File: src/rtl/butterfly_r2_twiddle.sv
// Radix-2 DIF butterfly with twiddle multiply: X = x1 + x2, Y = (x1 - x2) * W.
// Fixed 3-cycle latency, no backpressure, frame-position tracking via out_last.
module butterfly_r2_twiddle #(
  parameter int bit_width      = 16,
  parameter int word_length_tw = 14,
  parameter int fft_length     = 1024
) (
  input  logic                             clk,
  input  logic                             rst,
  input  logic signed [bit_width-1:0]      Re_i1,
  input  logic signed [bit_width-1:0]      Im_i1,
  input  logic signed [bit_width-1:0]      Re_i2,
  input  logic signed [bit_width-1:0]      Im_i2,
  input  logic signed [word_length_tw-1:0] cos_data,
  input  logic signed [word_length_tw-1:0] sin_data,
  input  logic                             in_valid,
  input  logic                             scale_en,
  input  logic                             clr_sat,
  output logic signed [bit_width-1:0]      Re_X,
  output logic signed [bit_width-1:0]      Im_X,
  output logic signed [bit_width-1:0]      Re_Y,
  output logic signed [bit_width-1:0]      Im_Y,
  output logic                             out_valid,
  output logic                             out_last,
  output logic                             sat_flag
);

  // Handshake: in_valid qualifies one pair + twiddle per cycle; out_valid is a
  // single-cycle strobe three edges later. There is no ready; the block never stalls.

  localparam int SW   = bit_width + 1;
  localparam int PW   = bit_width + word_length_tw + 1;
  localparam int YW   = PW + 1 - (word_length_tw - 2);
  localparam int CW   = bit_width + 5;
  localparam int NP   = fft_length / 2;
  localparam int CNTW = (NP > 1) ? $clog2(NP) : 1;

  localparam logic signed [PW:0]     RND  = (PW+1)'(1) << (word_length_tw - 3);
  localparam logic signed [CW-1:0]   ONE  = CW'(1);
  localparam logic signed [CW-1:0]   SMAX = CW'((2 ** (bit_width - 1)) - 1);
  localparam logic signed [CW-1:0]   SMIN = -SMAX - ONE;
  localparam logic [CNTW-1:0]        LAST = CNTW'(NP - 1);

  // Stage 1 registers
  logic signed [SW-1:0]             r_sum1_re, r_sum1_im, r_diff_re, r_diff_im;
  logic signed [word_length_tw-1:0] r_cos, r_sin;
  logic                             r_v1, r_sc1;
  // Stage 2 registers
  logic signed [PW-1:0]             r_p_rc, r_p_is, r_p_rs, r_p_ic;
  logic signed [SW-1:0]             r_sum2_re, r_sum2_im;
  logic                             r_v2, r_sc2;
  // Stage 3 registers
  logic signed [YW-1:0]             r_y_re, r_y_im;
  logic signed [SW-1:0]             r_sum3_re, r_sum3_im;
  logic                             r_v3, r_sc3;
  logic [CNTW-1:0]                  r_cnt;

  logic signed [SW-1:0]             w_sum_re, w_sum_im, w_diff_re, w_diff_im;
  logic signed [PW:0]               w_y_re_full, w_y_im_full;
  logic signed [CW-1:0]             w_xr, w_xi, w_yr, w_yi;
  logic                             w_any_clip;

  assign w_sum_re  = SW'(Re_i1) + SW'(Re_i2);
  assign w_sum_im  = SW'(Im_i1) + SW'(Im_i2);
  assign w_diff_re = SW'(Re_i1) - SW'(Re_i2);
  assign w_diff_im = SW'(Im_i1) - SW'(Im_i2);

  assign w_y_re_full = (PW+1)'(r_p_rc) - (PW+1)'(r_p_is) + RND;
  assign w_y_im_full = (PW+1)'(r_p_rs) + (PW+1)'(r_p_ic) + RND;

  function automatic logic signed [CW-1:0] scl(input logic signed [CW-1:0] v, input logic en);
    return en ? ((v + ONE) >>> 1) : v;
  endfunction

  function automatic logic clipped(input logic signed [CW-1:0] v);
    return (v > SMAX) || (v < SMIN);
  endfunction

  function automatic logic signed [bit_width-1:0] sat(input logic signed [CW-1:0] v);
    if (v > SMAX)      return SMAX[bit_width-1:0];
    else if (v < SMIN) return SMIN[bit_width-1:0];
    else               return v[bit_width-1:0];
  endfunction

  assign w_xr = scl(CW'(r_sum3_re), r_sc3);
  assign w_xi = scl(CW'(r_sum3_im), r_sc3);
  assign w_yr = scl(CW'(r_y_re), r_sc3);
  assign w_yi = scl(CW'(r_y_im), r_sc3);
  assign w_any_clip = clipped(w_xr) | clipped(w_xi) | clipped(w_yr) | clipped(w_yi);

  always_ff @(posedge clk or posedge rst) begin
    if (rst) begin
      r_v1 <= 1'b0; r_sc1 <= 1'b0;
      r_sum1_re <= '0; r_sum1_im <= '0; r_diff_re <= '0; r_diff_im <= '0;
      r_cos <= '0; r_sin <= '0;
      r_v2 <= 1'b0; r_sc2 <= 1'b0;
      r_p_rc <= '0; r_p_is <= '0; r_p_rs <= '0; r_p_ic <= '0;
      r_sum2_re <= '0; r_sum2_im <= '0;
      r_v3 <= 1'b0; r_sc3 <= 1'b0;
      r_y_re <= '0; r_y_im <= '0; r_sum3_re <= '0; r_sum3_im <= '0;
    end else begin
      r_v1      <= in_valid;
      r_sc1     <= scale_en;
      r_sum1_re <= w_sum_re;
      r_sum1_im <= w_sum_im;
      r_diff_re <= w_diff_re;
      r_diff_im <= w_diff_im;
      r_cos     <= cos_data;
      r_sin     <= sin_data;

      r_v2      <= r_v1;
      r_sc2     <= r_sc1;
      r_p_rc    <= PW'(r_diff_re) * PW'(r_cos);
      r_p_is    <= PW'(r_diff_im) * PW'(r_sin);
      r_p_rs    <= PW'(r_diff_re) * PW'(r_sin);
      r_p_ic    <= PW'(r_diff_im) * PW'(r_cos);
      r_sum2_re <= r_sum1_re;
      r_sum2_im <= r_sum1_im;

      // Round half up back to data scale: twiddle 1.0 sits at 2^(word_length_tw-2)
      r_v3      <= r_v2;
      r_sc3     <= r_sc2;
      r_y_re    <= YW'(w_y_re_full >>> (word_length_tw - 2));
      r_y_im    <= YW'(w_y_im_full >>> (word_length_tw - 2));
      r_sum3_re <= r_sum2_re;
      r_sum3_im <= r_sum2_im;
    end
  end

  always_ff @(posedge clk or posedge rst) begin
    if (rst) begin
      Re_X <= '0; Im_X <= '0; Re_Y <= '0; Im_Y <= '0;
      out_valid <= 1'b0;
      out_last  <= 1'b0;
      sat_flag  <= 1'b0;
      r_cnt     <= '0;
    end else begin
      out_valid <= r_v3;
      out_last  <= r_v3 && (r_cnt == LAST);
      if (r_v3) begin
        Re_X  <= sat(w_xr);
        Im_X  <= sat(w_xi);
        Re_Y  <= sat(w_yr);
        Im_Y  <= sat(w_yi);
        r_cnt <= (r_cnt == LAST) ? '0 : r_cnt + CNTW'(1);
      end
      // A new clip takes priority over a simultaneous clear
      if (r_v3 && w_any_clip) sat_flag <= 1'b1;
      else if (clr_sat)       sat_flag <= 1'b0;
    end
  end

endmodule

File: config.mk
export PLATFORM = sky130hd
export DESIGN_NAME = butterfly_r2_twiddle
export DESIGN_NICKNAME = d
export VERILOG_FILES = /design/src/rtl/butterfly_r2_twiddle.sv
export SDC_FILE = /design/constraint.sdc
export NUM_CORES = 2
export LEC_CHECK = 0
export ABC_CLOCK_PERIOD_IN_PS = 25900
export CORE_MARGIN = 8
export CORE_UTILIZATION = 65
export DETAILED_ROUTE_END_ITERATION = 10
export DONT_BUFFER_PORTS = 1
export PLACE_DENSITY = 0.81
export SYNTH_ARGS = -nofsm -noshare
export SYNTH_HDL_FRONTEND = slang
export SYNTH_SLANG_ARGS = --single-unit
File: constraint.sdc
create_clock -name clk -period 25.9 [get_ports clk]
set_input_delay 5.18 -clock clk [delete_from_list [all_inputs] [get_ports clk]]
set_output_delay 5.18 -clock clk [all_outputs]
set_load 0.02 [all_outputs]
==> impl_metrics.tcl <==
set metrics [dict create \
    async_flop_share_pct 100 \
    synth_flop_cell "dfrtp_1" \
    cts.clk_slew.worst_paths_ns 0.06 \
    synth.top_cell.area_share_pct 33.9 \
    drc 0 \
    cp_common_cell "fa_1" \
    synthTopCellsByArea "fa_1, dfrtp_1, ha_1" \
    worstPathRequired_ns 26.37 \
    yosys.area.top_type "fa_1" \
    io_pins 164 \
    seq_area_um2 10200 \
    viasPerCell 5.80 \
    slew_violations 0 \
    die_y_um 306 \
    setup_tns_ns 0 \
    cts_inserted_buffers 48 \
    grt_pass1_vias 41699 \
    grt_overflow 0 \
    num_vias 39325 \
    post_cts_buffers 0 \
    endpoint_kind "flip-flop" \
    finalHoldViolCount 0 \
    ys_types 97 \
    fill_cells 6224 \
    rsz0062_at_grt "no" \
    grt_max_degree 164 \
    clk-insertion-delay-late_ns 0.61 \
    synth_edf_count 0 \
    tightest_slew_ns 1.30 \
    fmax_mhz 130 \
    critPathKind "reg2reg" \
    die-area_um2 93900 \
    drt_first_pass_iters 6 \
    clock_skew_ns 0.0262 \
    status "finished clean" \
    synth_seq_area_share_pct 18.6 \
    cp.arrival_ns 8.13 \
    syn_to_final_growth_pct 4.63 \
    syn_nets 7278 \
    grt_first_pass_wirelength_um 222000 \
    ctsRootBufferMaster "clkbuf_16" \
    ctsHoldBuffers 0 \
    drt_wl_total_um 135000 \
    path_cells "nand2_1, fa_1, fa_1, inv_1, ha_1, fa_1, fa_1, inv_1, fa_1, inv_1, ha_1, a21o_1, a21o_1, a21oi_1, o211a_1, nor3_1, o311ai_0, a21boi_0, o21bai_1, nand2_1, xor2_1" \
    cts_buffer_depth 3 \
    hp-class "reg2reg" \
    track_usage_pct 29.6 \
    relSlewSlack_pct 13.3 \
    htree_levels 2 \
    setup_viol 0 \
    period_share_pct 29.6 \
    synth_warnings 0 \
    multi_input_area_um2 39000 \
    worst_path_max_delay_cell "dfrtp_1" \
    synth.cell_area_um2 54800 \
    ant_nets 0 \
    cts.repair.resized 0 \
    initialDrtViolationCount 2933 \
    critPathMaxStageDelay_ns 1.20 \
    coreArea_um2 83600 \
    cap_violations 0 \
    antenna_found_initial 17 \
    ys_seq_elements 408 \
    synth.avg_cell_area_um2 9.50 \
    clkSinkCount 408 \
    routabilityCongestion 0.927 \
    num_rows 106 \
    post-dp-hpwl_um 101000 \
    fin_util_pct 68.7 \
    nNetsFinal 7154 \
    die_w_um 306 \
    drive_gt1_share_pct 3.60 \
    synthCells 5773 \
    cp_max_fo 28 \
    start_util_pct 65.6 \
    portBuffers 0 \
    cp-start-kind "flip-flop" \
    tritoncts "built" \
    final.min_clock_period_ns 7.66 \
    wl_per_cell_um 19.9 \
]
## through the flow
stage          hold WS (ns)  setup WS, ns  instance area [µm²]  cells
2_1_floorplan         0.331          9.37                54800   5773
3_3_place_gp          0.332         18.01                55700   6679
3_5_place_dp          0.335         17.99                55700   6679
4_1_cts               0.341         18.45                57300   6768
5_1_grt               0.347         18.10                57400   6775
6_report              0.339         18.24                57400   6778
## registers in the layout (all words and copies together) (netlist names), 17 cells and up
register,count
r_p_ic,31
r_p_is,31
r_p_rc,31
r_p_rs,31
r_y_im,20
r_y_re,20
r_diff_im,17
r_diff_re,17
r_sum2_im,17
r_sum2_re,17
r_sum3_im,17
r_sum3_re,17
## Yosys cell counts, types with 10 or more instances
master / n
and2_1: 499
or3_1: 14
nor3_1: 53
o211ai_1: 21
xnor2_1: 175
xor2_1: 43
o21a_1: 31
a21o_1: 66
o21bai_1: 29
nand2_1: 501
dfrtp_1: 408
a31oi_1: 23
nor2_1: 235
a21oi_1: 231
and3_1: 33
clkbuf_1: 216
fa_1: 928
a211oi_1: 21
mux2i_1: 11
nand4_1: 19
o31ai_1: 16
o21ai_0: 115
nor2b_1: 28
ha_1: 480
nand3_1: 73
nand2b_1: 47
a211o_1: 10
o22ai_1: 23
inv_1: 1240
## kinds of logic (layout without fill, tap and decap cells)
kind of cell	after synthesis	after routing	share of synthesized area [%]
AOI/OAI and AO/OA	691	691	8.13
buffers and inverters	1478	1393	10.3
DFF	408	408	18.6
other	0	10	0
muxes	18	18	0.345
and+or+nand+nor	1552	1552	14.3
adders and majority gates	1408	1408	44.8
xor gates and xnor gates	218	218	3.48
## worst max-delay path, delay by kind of cell (launching register included)
kind | cells | cell delay (ns)
buf+inv | 3 | 0.13
simple gates | 3 | 0.43
xor+xnor | 1 | 0.31
compound gates | 7 | 2.28
fa+ha+maj | 7 | 3.16
flops | 1 | 1.20
## area by class of cell
class                      instances  share of cell area [%]
tap                             1080                    2.36
timing repair buffer              62                   0.833
clock buffer                      64                    2.41
multi-input combinational       3887                    67.9
clock inverter                    25                   0.478
sequential                       408                    17.8
inverter                        1242                    8.14
antenna                           10                  0.0436
## final timing paths
kind                              start            to  slack, ns  depth (start not counted)
max                        r_diff_re[5]    r_p_rc[27]      18.24                         21
min                        r_sum2_re[8]  r_sum3_re[8]       0.34                          0
max reg2reg                r_diff_re[5]    r_p_rc[27]      18.24                         21
min reg2reg                r_sum2_re[8]  r_sum3_re[8]       0.34                          0
max in group asynchronous           rst         r_sc3      19.23                          3
min in group asynchronous           rst       Re_X[8]       4.55                          1
## routing by layer
metal  part of all wire (%)  wire [µm]  track usage [%]  vias to the layer above
met5                   0.12        161            0.826                        -
met4                    5.7       7700             14.2                        8
met3                    8.4      11300             5.80                      422
met2                     47      62700             48.0                     1636
met1                     39      52900             38.3                    19817
li1                       -          -                -                    17442
## layout by cell type, fill, tap and decap left out, drive strengths merged, types with 11 or more instances in the layout
cell,Yosys,layout
o31ai,17,17
a31oi,24,24
nand4,20,20
o21ai,122,122
dfrtp,408,408
clkbuf,222,64
a21oi,232,232
buf,14,62
o21bai,29,29
xor2,43,43
o21a,31,31
and2,499,499
xnor2,175,175
ha,480,480
nor2,236,236
and3,35,35
nor2b,29,29
nand2,501,501
a211o,12,12
o211ai,21,21
o22ai,23,23
a211oi,23,23
or3,14,14
nand3,73,73
a21o,66,66
clkinv,1,15
nor3,57,57
mux2i,11,11
inv,1241,1243
fa,928,928
nand2b,47,47
Power is left out: the tool's default activity adds up to more than one toggle a clock period on the data nets, which glitch-free logic cannot reach.
